$ cat src/rtl/keypad_key_driver_if.sv
// Handshake and key-bus bundle between a digit source and the keypad key driver.
interface keypad_key_driver_if;
    logic [3:0] code;
    logic       valid;
    logic       ready;
    logic       cancel;
    logic [9:0] keys;
    logic       pressed;
    logic       done;
    logic       err;
    logic [7:0] sent;

    modport master (
        output code, valid, cancel,
        input  ready, keys, pressed, done, err, sent
    );

    modport slave (
        input  code, valid, cancel,
        output ready, keys, pressed, done, err, sent
    );
endinterface

$ cat src/rtl/keypad_key_driver.sv
// Emulates physical key presses on a one-hot 10-line key bus from digit codes
// accepted over valid/ready, with programmable hold and release times.
module keypad_key_driver #(
    parameter int unsigned HOLD_CYCLES = 4,
    parameter int unsigned GAP_CYCLES  = 2
) (
    input logic                 clk,
    input logic                 rst,
    keypad_key_driver_if.slave  bus
);

    typedef enum logic [1:0] {StIdle, StHold, StGap} state_e;

    state_e     state_q;
    logic [7:0] cnt_q;
    logic [9:0] keys_q;
    logic       pressed_q;
    logic       done_q;
    logic       err_q;
    logic [7:0] sent_q;

    always_ff @(posedge clk) begin
        if (rst) begin
            state_q   <= StIdle;
            cnt_q     <= '0;
            keys_q    <= '0;
            pressed_q <= 1'b0;
            done_q    <= 1'b0;
            err_q     <= 1'b0;
            sent_q    <= '0;
        end else begin
            done_q <= 1'b0;
            err_q  <= 1'b0;
            case (state_q)
                StIdle: begin
                    // cancel has no meaning here; a concurrent handshake wins
                    if (bus.valid) begin
                        if (bus.code <= 4'd9) begin
                            state_q   <= StHold;
                            keys_q    <= 10'(1) << bus.code;
                            pressed_q <= 1'b1;
                            cnt_q     <= 8'(HOLD_CYCLES - 1);
                        end else begin
                            err_q <= 1'b1;
                        end
                    end
                end
                StHold: begin
                    if (bus.cancel) begin
                        state_q   <= StIdle;
                        keys_q    <= '0;
                        pressed_q <= 1'b0;
                    end else if (cnt_q == 8'd0) begin
                        state_q   <= StGap;
                        keys_q    <= '0;
                        pressed_q <= 1'b0;
                        cnt_q     <= 8'(GAP_CYCLES - 1);
                    end else begin
                        cnt_q <= cnt_q - 8'd1;
                    end
                end
                StGap: begin
                    if (bus.cancel) begin
                        state_q <= StIdle;
                    end else if (cnt_q == 8'd0) begin
                        state_q <= StIdle;
                        done_q  <= 1'b1;
                        sent_q  <= sent_q + 8'd1;
                    end else begin
                        cnt_q <= cnt_q - 8'd1;
                    end
                end
                default: begin
                    state_q   <= StIdle;
                    keys_q    <= '0;
                    pressed_q <= 1'b0;
                end
            endcase
        end
    end

    assign bus.ready   = (state_q == StIdle);
    assign bus.keys    = keys_q;
    assign bus.pressed = pressed_q;
    assign bus.done    = done_q;
    assign bus.err     = err_q;
    assign bus.sent    = sent_q;

endmodule

$ cat src/flat_wrapper.sv
// flat-port wrapper written by rule: the top's interface ports become plain ports
module keypad_key_driver_flat 
#(
    parameter int unsigned HOLD_CYCLES = 4,
    parameter int unsigned GAP_CYCLES  = 2
)
  (clk, rst, bus_code, bus_valid, bus_cancel, bus_ready, bus_keys, bus_pressed, bus_done, bus_err, bus_sent);
  keypad_key_driver_if bus_i ();
  input logic clk;
  input logic rst;
  input wire logic [$bits(bus_i.code)-1:0] bus_code;
  input wire logic [$bits(bus_i.valid)-1:0] bus_valid;
  input wire logic [$bits(bus_i.cancel)-1:0] bus_cancel;
  output wire logic [$bits(bus_i.ready)-1:0] bus_ready;
  output wire logic [$bits(bus_i.keys)-1:0] bus_keys;
  output wire logic [$bits(bus_i.pressed)-1:0] bus_pressed;
  output wire logic [$bits(bus_i.done)-1:0] bus_done;
  output wire logic [$bits(bus_i.err)-1:0] bus_err;
  output wire logic [$bits(bus_i.sent)-1:0] bus_sent;
  assign bus_i.code = bus_code;
  assign bus_i.valid = bus_valid;
  assign bus_i.cancel = bus_cancel;
  assign bus_ready = bus_i.ready;
  assign bus_keys = bus_i.keys;
  assign bus_pressed = bus_i.pressed;
  assign bus_done = bus_i.done;
  assign bus_err = bus_i.err;
  assign bus_sent = bus_i.sent;
  keypad_key_driver #(.HOLD_CYCLES(HOLD_CYCLES), .GAP_CYCLES(GAP_CYCLES)) u_core (.clk(clk), .rst(rst), .bus(bus_i));
endmodule
$ cat config.mk
export PLATFORM = sky130hd
export DESIGN_NAME = keypad_key_driver_flat
export DESIGN_NICKNAME = d
export VERILOG_FILES = /design/src/rtl/keypad_key_driver_if.sv /design/src/rtl/keypad_key_driver.sv /design/src/flat_wrapper.sv
export SDC_FILE = /design/constraint.sdc
export NUM_CORES = 1
export LEC_CHECK = 0
export ABC_AREA = 1
export CAP_MARGIN = 20
export CORE_MARGIN = 1
export CORE_UTILIZATION = 52
export DETAILED_ROUTE_END_ITERATION = 10
export PLACE_DENSITY_LB_ADDON = 0.15
export SLEW_MARGIN = 30
export SYNTH_ARGS = -nofsm -noshare
export SYNTH_HDL_FRONTEND = slang
export SYNTH_SLANG_ARGS = --single-unit
export TNS_END_PERCENT = 30
$ cat constraint.sdc
create_clock -name clk -period 1.8 [get_ports clk]
set_input_delay 0.18 -clock clk [delete_from_list [all_inputs] [get_ports clk]]
set_output_delay 0.18 -clock clk [all_outputs]
set_load 0.01 [all_outputs]
==> results of run 1 <==
cells by family (layout without fill, tap and decap cells):
group | Yosys count | count (layout) | synth area share [%]
AO/OA/AOI/OAI | 27 | 27 | 7.81
AND/OR/NAND/NOR | 168 | 169 | 42.6
XOR/XNOR | 1 | 1 | 0.497
adder cells (fa/ha/maj) | 5 | 5 | 3.55
flip-flops | 31 | 31 | 35.2
buffers and inverters | 39 | 73 | 10.3
routing by layer:
metal / vias up / GRT usage, % / share of wire [%]
li1: 938 / - / -
met1: 774 / 29.8 / 50
met3: 6 / 7.36 / 4.6
met2: 40 / 35.3 / 44
met5: - / 0 / 0
met4: 0 / 9.30 / 1.6
cell usage in the layout, fill, tap and decap left out, drive strengths merged:
cell type,n
nor2,42
clkinv,2
buf,5
clkbuf,7
or2,1
a21oi,21
nand2,82
inv,30
nor3,6
nand4,8
a21boi,1
nand3,30
clkdlybuf4s50,29
dfxtp,31
o21ai,5
ha,5
xnor2,1
power by group through the flow:
stage	Combinational [µW]	Clock, µW	Sequential (µW)
2_1_floorplan	677	0	808
3_3_place_gp	841	0	808
3_5_place_dp	846	0	809
4_1_cts	853	409	793
5_1_grt	996	436	802
6_report	887	393	794
synthesized netlist by cell type (all sizes together):
library cell,instances
ha,5
nand2,82
buf,6
nor3,6
a21oi,21
xnor2,1
or2,1
nor2,41
nand3,30
o21ai,5
dfxtp,31
clkinv,1
inv,30
clkbuf,2
nand4,8
a21boi,1
flip-flops by register name, summed over array words and instances (netlist names):
name / flops
u_core.bus.done: 1
u_core.cnt_q: 8
u_core.bus.err: 1
u_core.bus.sent: 8
u_core.bus.pressed: 1
u_core.state_q: 2
u_core.bus.keys: 10
stage by stage:
| step | worst slack, ns | hold slack (ns) | util (%) |
|---|---|---|---|
| after floorplan | 0.336 | 0.305 | - |
| after global placement | 0.0941 | 0.451 | 66.6 |
| after detailed placement | 0.0665 | 0.455 | 66.6 |
| after CTS | 0.0117 | 0.444 | 68.2 |
| after global routing | -0.00134 | 0.461 | 68.8 |
| final | 0.108 | 0.456 | 68.8 |
worst min-delay path by stage:
stage          cells after the start                  to  slack [ns]                from
6_report                           3      u_core.bus.err        0.46           bus_valid
5_1_grt                            3      u_core.bus.err        0.46           bus_valid
4_1_cts                            3      u_core.bus.err        0.44           bus_valid
3_5_place_dp                       2  u_core.bus.keys[1]        0.45  u_core.bus.keys[1]
3_3_place_gp                       2  u_core.bus.keys[0]        0.45  u_core.bus.keys[0]
2_1_floorplan                      2      u_core.bus.err        0.30         bus_code[3]
layout make-up:
class                   count  area, µm²  area share (%)
well taps                  44       55.1            2.56
inverters                  31        121            5.64
multi-input cells         202        978            45.4
repair buffers             34        328            15.2
clock inverters             1       5.00           0.232
flip-flops and latches     31        621            28.8
clock buffers               7       45.0            2.09
worst max-delay path: cells and delay by family, from the launching register on:
kind	cells	cell delay (ns)
adder cells (fa/ha/maj)	1	0.19
buffers and inverters	2	0.66
flip-flops	1	0.33
==> results_dict.tcl, run 1 <==
set metrics [dict create \
    slew_violations 0 \
    power.internal_uw 1210 \
    io_buffers 29 \
    antenna_found_initial 0 \
    grt_pass1_wl_mm 6.13 \
    syn_nets 284 \
    clk_pin_slew_worst_paths_ns 0.09 \
    max_stage_delay_ns 0.53 \
    totalPowerFinal_uw 2070 \
    die-area_um2 3620 \
    cts_hold_buf 0 \
    netlist_area_um2 1760 \
    period_share_pct 94.0 \
    ant_nets 0 \
    dp.cells 341 \
    grt_max_degree 19 \
    setup_viol_count_final 0 \
    dpl_cell_area_um2 2080 \
    yosysTopAreaCellShare_pct 35.2 \
    crit_required_ns 1.62 \
    critical_path_arrival_ns 1.51 \
    drive_gt1_share_pct 10.5 \
    stdcell_count 350 \
    max-vdd-ir-drop_mv 0.551 \
    hpwlAfterDp_mm 2.70 \
    clk_latency_ns 0.34 \
    power.switching_uw 859 \
    p_seq_share_pct 38.3 \
    n_fill_cell 300 \
    die_h_um 60.2 \
    synth.ff_latch_count 31 \
    powerDensity_nw_per_um2 963 \
    totalWireLength_mm 3.86 \
    gr-total-overflow 0 \
    start_util_pct 56.3 \
    layout.nets 318 \
    gp_congestion 0.889 \
    wire_per_inst_um 11.0 \
    drtPass1Iterations 4 \
    hold_violations 0 \
    power_frac_comb_pct 42.8 \
    coreArea_um2 3130 \
    p_sw_share_pct 41.4 \
    tns_ns 0 \
    htree_levels 2 \
    synth_seq_area_share_pct 35.2 \
    setup.worst_path.start_class "flip-flop" \
    area_growth_pct 22.2 \
    cellLeakagePower_uw 0.000904 \
    root_buffer "clkbuf_4" \
    path_max_fanout 5 \
    die_x_um 60.2 \
    period_minus_slack_ns 1.69 \
    post_cts_buffers 0 \
    yosys-top-cells-area "dfxtp_1 (35%), nand2_1 (16%), nand3_1 (8.0%)" \
    first_global_vias 1470 \
    vias_per_cell 5.02 \
    hold_path.class "in -> reg" \
    ys_types 25 \
    max_freq_mhz 591 \
    critPathSlowestCell "clkdlybuf4s50_1" \
    timing.rr.start "u_core.state_q[0]" \
    yosys.area.top_type "dfxtp_1" \
    syn_area_per_cell_um2 6.50 \
    r2r_end "u_core.cnt_q[5]" \
    vias 1758 \
    grt_util_all_layers_pct 23.1 \
    diodes 0 \
    crit_type "reg -> out" \
    netlist_instances 271 \
    status "complete, no violations" \
    postLayoutCellArea_um2 2150 \
    path_cells "inv_1, ha_4, clkdlybuf4s50_1" \
    cts_resized 0 \
    cts_sinks 31 \
    crit_path_end "bus_ready" \
    clock_power_share_pct 18.9 \
    tightest_slew_ns 0.298 \
    rsz0062_at_grt "yes" \
    max_slew_margin_pct 80.1 \
    dr.first_iter.drc_count 93 \
    cts_buffers 5 \
    endpoint_kind "output pin" \
    ioPinCount 30 \
    rows 20 \
    clock_path_buffers 2 \
    drc 0 \
    drv_cap 0 \
    finClkSkew_ns 0.00926 \
    regToRegSetupSlack_ns 0.14 \
    cts_tree "yes" \
    reg2regPathDepth 10 \
    cp-startpoint "u_core.state_q[0]" \
    yosys_warnings 0 \
]
(Power assumes the default switching activity.)
==> run 2, diff against run 1 <==
--- a/config.mk
+++ b/config.mk
@@ -11,6 +11,7 @@
 export CORE_UTILIZATION = 52
 export DETAILED_ROUTE_END_ITERATION = 10
 export PLACE_DENSITY_LB_ADDON = 0.15
+export RECOVER_POWER = 25
 export SLEW_MARGIN = 30
 export SYNTH_ARGS = -nofsm -noshare
 export SYNTH_HDL_FRONTEND = slang
==> results of run 2 <==
No change in the layout: final DEF, timing and power equal those of run 1.
==> run 3, diff against run 2 <==
--- a/config.mk
+++ b/config.mk
@@ -7,9 +7,10 @@
 export LEC_CHECK = 0
 export ABC_AREA = 1
 export CAP_MARGIN = 20
-export CORE_MARGIN = 1
+export CORE_MARGIN = 2
 export CORE_UTILIZATION = 52
 export DETAILED_ROUTE_END_ITERATION = 10
+export MAX_ROUTING_LAYER = met4
 export PLACE_DENSITY_LB_ADDON = 0.15
 export RECOVER_POWER = 25
 export SLEW_MARGIN = 30
==> run 3 against run 2 <==
Compared with the run above:
- core utilization decreased by 2.0 points
- routed wire length grew 3.4%
- combinational power is 0.5% higher
- total power is 8.6% higher
- die area rose by 6.8%
- global-route usage fell by 0.58 points
- clock skew fell by 0.0010 ns
- critical path depth rose by 6
- critical path type is now reg -> reg
- largest cell class unchanged
- highest routed layer unchanged
==> results_dict.tcl, run 3 (synthesized netlist as in run 1, its figures left out) <==
set metrics [dict create \
    cellLeakagePower_uw 0.000959 \
    setup_slack_ns 0.153 \
    die_x_um 62.2 \
    gp_congestion 0.829 \
    rows 21 \
    n_fill_cell 310 \
    multi_input_comb_area_um2 960 \
    largest_register_ffs 10 \
    totalPowerFinal_uw 2250 \
    endpoint_kind "flip-flop" \
    layout.nets 318 \
    io_buffers 29 \
    clk_latency_ns 0.33 \
    p_sw_share_pct 38.1 \
    period_share_pct 91.5 \
    antenna_found_initial 0 \
    drtPass1Iterations 4 \
    cts_hold_buf 0 \
    drv_cap 0 \
    clock_path_buffers 2 \
    die_h_um 62.2 \
    path_delay_family "simple AND/OR/NAND/NOR gates" \
    powerDensity_nw_per_um2 1030 \
    critical_path_arrival_ns 1.87 \
    power.internal_uw 1390 \
    seq_area_um2 621 \
    cts_tree "yes" \
    max_freq_mhz 607 \
    dpl_worst_slack_ns 0.0683 \
    path_max_fanout 11 \
    status "complete, no violations" \
    power.switching_uw 859 \
    hold_ws_ns 0.465 \
    fin_util_pct 66.9 \
    drive_gt1_share_pct 10.8 \
    diodes 0 \
    max_slew_margin_pct 76.4 \
    dpl_cell_area_um2 2090 \
    htree_levels 2 \
    clk_pin_slew_worst_paths_ns 0.10 \
    period_minus_slack_ns 1.65 \
    root_buffer "clkbuf_4" \
    ioPinCount 30 \
    hpwlAfterDp_mm 2.84 \
    hold_violations 0 \
    setup_viol_count_final 0 \
    crit_buf_inv 1 \
    p_seq_share_pct 35.2 \
    max-vdd-ir-drop_mv 0.474 \
    clock_power_share_pct 25.2 \
    path_cells "inv_1, ha_1, nand2_1, nor2_4, nand2_1, nand2_2, nand2_2, nand2_1, a21oi_1" \
    crit_type "reg -> reg" \
    area_growth_pct 24.6 \
    start_util_pct 53.6 \
    gr-total-overflow 0 \
    cts_buffers 5 \
    power_frac_comb_pct 39.6 \
    final_cell_mix "nand2_1 (76), nor2_1 (36), dfxtp_1 (31)" \
    die-area_um2 3870 \
    wire_per_inst_um 11.4 \
    drc 0 \
    cts_sinks 31 \
    path_common_cell "nand2_1" \
    finClkSkew_ns 0.00822 \
    ant_nets 0 \
    vias_per_cell 5.02 \
    postLayoutCellArea_um2 2200 \
    first_global_vias 1624 \
    setup.worst_path.start_class "flip-flop" \
    slew_violations 0 \
    critPathSlowestCell "dfxtp_1" \
    grt_util_all_layers_pct 22.5 \
    coreArea_um2 3280 \
    final_common_cell "nand2_1" \
    totalWireLength_mm 4.00 \
    grt_max_degree 19 \
    crit_required_ns 2.02 \
    hold_path.class "reg -> reg" \
    max_stage_delay_ns 0.32 \
    tightest_slew_ns 0.354 \
    grt_pass1_wl_mm 6.89 \
    vias 1768 \
    dr.first_iter.drc_count 92 \
]
==> run 3: path summary, 6_finish.rpt <==
path / start / end / slack, ns / cells after the start
min reg2reg: u_core.bus.keys[5] / u_core.bus.keys[5] / 0.47 / 2
max: u_core.cnt_q[0] / u_core.bus.keys[9] / 0.15 / 9
min: u_core.bus.keys[5] / u_core.bus.keys[5] / 0.47 / 2
max reg2reg: u_core.cnt_q[0] / u_core.bus.keys[9] / 0.15 / 9
==> run 3: per-stage QoR <==
stage | setup TNS (ns) | cells
after global routing | -0.0178 | 352
after global placement | 0 | 343
final | 0 | 352
after detailed placement | 0 | 343
after CTS | 0 | 351
after floorplan | 0 | 271
==> run 3: repair_timing <==
action | CTS | global route
endpoints found under the setup margin | 0 | 20
setup buffers | 0 | 1
gates resized for setup | 0 | 3
==> run 3: area by class of cell <==
type | instances | share of cell area [%]
clock buffers | 6 | 2.34
clock inverters | 2 | 1.60
inverters | 31 | 5.53
multi-input cells | 201 | 43.7
flip-flops and latches | 31 | 28.3
well taps | 46 | 2.62
repair buffers | 35 | 16.0
==> run 3: power groups by stage <==
| stage | sequential [µW] | clock [µW] | combinational, µW |
|---|---|---|---|
| after floorplan | 808 | 0 | 677 |
| after global placement | 806 | 0 | 847 |
| after detailed placement | 808 | 0 | 856 |
| after CTS | 792 | 586 | 863 |
| after global routing | 800 | 616 | 1010 |
| final | 792 | 569 | 891 |
==> run 3: per-layer routing <==
layer / routed length [µm] / vias up / GRT usage [%]
met2: 1900 / 33 / 36.1
li1: - / 931 / -
met5: 0 / - / -
met3: 166 / 4 / 5.98
met1: 1880 / 800 / 27.3
met4: 49 / 0 / 8.33
==> run 3: worst min-delay path: cells and delay by family, from the launching register on <==
| family | cells | cell delay (ns) |
|---|---|---|
| flip-flops | 1 | 0.32 |
| AND/OR/NAND/NOR | 1 | 0.06 |
| AO/OA/AOI/OAI | 1 | 0.05 |
==> RTL edit, RTL diff (settings of run 1) <==
Re-encode `state_e` (3 states) as one-hot, 3 bits wide.
--- a/src/rtl/keypad_key_driver.sv
+++ b/src/rtl/keypad_key_driver.sv
@@ -10,5 +10,5 @@
 );
 
-    typedef enum logic [1:0] {StIdle, StHold, StGap} state_e;
+    typedef enum logic [2:0] {StIdle = 3'b001, StHold = 3'b010, StGap = 3'b100} state_e;
 
     state_e     state_q;
Behaviour: same outputs for any inputs over 10 cycles, from zero or initial values and one cycle with rst high; not proved beyond that.
==> RTL edit against run 1 <==
Clock power up 12%. First-iteration DRC count up 28%. Cell area up 6.9%. Routed wire length up 12%. Utilization up 0.15 points. Sequential share of layout area down 0.89 points. Critical path depth up 7. Total power down 0.43%. Worst setup slack worse by 0.037 ns. Sequential cell count up 1. Count of clock-buffer cells in the layout down 1. Synthesized area up 2.8%. Largest cell class unchanged.
==> RTL edit: results (changes against run 1) <==
synth:
  synth_area_leaders: "dfxtp_1, nand2_1, inv_1"  # was dfxtp_1, nand2_1, nand3_1
  synthTopCellsByCount: "nand2_1, dfxtp_1, inv_1, nor2_1, nand3_1"  # was nand2_1, nor2_1, dfxtp_1, nand3_1, inv_1
  synth_cells: 256  # was 271
  seq_area_frac_synth_pct: 35.4  # was 35.2%
  syn_nets: 266  # was 284
  synthDistinctLibCells: 27  # was 25
  synthArstFlopShare_pct: 0  # unchanged
power:
  ir_drop_mv: 0.418  # was 0.551 mV
  p_sw_share_pct: 38.3  # was 41.4%
  seqPwrFrac_pct: 38.6  # was 38.3%
  comb-power_mw: 0.829  # was 0.887 mW
  leakage_nw: 0.928  # was 0.904 nW
routing:
  wl_per_cell_um: 12.5  # was 11.0 um
  first_iter_violations: 119  # was 93
  route.met2.wl_mm: 1.92  # was 1.70 mm
  vias: 1788  # was 1758
  wl_met3_um: 268  # was 179 um
  drt-met1-wl_mm: 2.08  # was 1.92 mm
  dr.pass1.iters: 4  # unchanged
placement:
  dp_hpwl_mm: 3.17  # was 2.70 mm
  preCtsSetupSlack_ns: 0.0708  # was 0.0665 ns
  dpl.cell_count: 336  # was 341
  gp_congestion: 0.893  # was 0.889
grt:
  grtUsageMet3_pct: 6.82  # was 7.36%
  grt_pass1_wl_mm: 6.64  # was 6.13 mm
  grtUsageMet1_pct: 34.1  # was 29.8%
  antenna_found_initial: 0  # unchanged
  grt_util_met2_pct: 36.9  # was 35.3%
  grt_pass1_vias: 1498  # was 1470
  track_usage_pct: 24.7  # was 23.1%
timing:
  fmaxAchievable_mhz: 578  # was 591 MHz
  finClkSkew_ns: 0.00552  # was 0.00926 ns
  max_slew.worst_pin.slew_ns: 0.479  # was 0.298 ns
setup_path:
  r2r_end: "u_core.bus.sent[6]"  # was u_core.cnt_q[5]
  worst_path_dominant_cell_family: "simple AND/OR/NAND/NOR gates"  # was buffers and inverters
  crit_path_top_delay_cell: "dfxtp_2"  # was clkdlybuf4s50_1
  worst_r2r_startpoint: "u_core.cnt_q[1]"  # was u_core.state_q[0]
  slowest_delay_ns: 0.35  # was 0.53 ns
  worstPathArrival_ns: 2.01  # was 1.51 ns
hold_path:
  hold_class: "primary input to flop"  # unchanged
finish:
  nets: 311  # was 318
  drive_above_1_share_pct: 21.5  # was 10.5%
  largest_reg_flops: 10  # unchanged
  fillers: 313  # was 300
  final_cells: 348  # was 350
status:
  status: "finished, final reports clean"  # unchanged
cts:
  root_buffer: "clkbuf_4"  # unchanged
  clock_latency_ns: 0.34  # about the same
RTL edit: changes by cell type after synthesis, sizes merged, moves of 3 or more:
cell and delta:
nor2 -11, ha -3, a21oi +4, o21ai +8, buf -4, nand3 -6, nand2 -8
RTL edit: how the worst max path moves through the flow:
stage	to	startpoint
6_report	u_core.bus.sent[6]	u_core.cnt_q[1]
5_1_grt	u_core.bus.sent[6]	u_core.cnt_q[1]
4_1_cts	u_core.bus.sent[6]	u_core.cnt_q[0]
3_5_place_dp	u_core.bus.sent[6]	u_core.cnt_q[0]
3_3_place_gp	u_core.bus.keys[8]	u_core.cnt_q[0]
2_1_floorplan	u_core.bus.keys[1]	u_core.cnt_q[0]
RTL edit: what timing repair did:
item                       CTS  global route
cloned                       0             1
setup endpoints to repair    1            14
buffers inserted             1             2
resized for setup            0             8
pin swaps                    1             2
RTL edit: metrics by stage:
stage	area [um^2]	hold WS [ns]	util (%)	power (mW)	TNS [ns]
after floorplan	1810	0.319	-	1.35	0
after global placement	2200	0.455	65.8	1.57	0
after detailed placement	2200	0.465	65.8	1.58	0
after CTS	2270	0.434	67.9	2.02	0
after global routing	2300	0.435	69.0	2.19	-0.00212
final	2300	0.433	69.0	2.06	0
RTL edit: cell families after synthesis:
family                   Yosys count  share of synthesized area [%]
AND/OR/NAND/NOR                  147                           41.7
AO/OA/AOI/OAI                     38                           12.6
buffers and inverters             36                           8.43
flip-flops                        32                           35.4
adder cells (fa/ha/maj)            2                           1.38
XOR/XNOR                           1                          0.484
RTL edit: cell type report:
type	instances	area share, %
Sequential cell	32	27.9
Clock buffer	6	2.23
Inverter	31	5.05
Multi-Input combinational cell	189	44.9
Clock inverter	2	0.435
Timing Repair Buffer	42	17.0
Tap cell	46	2.50
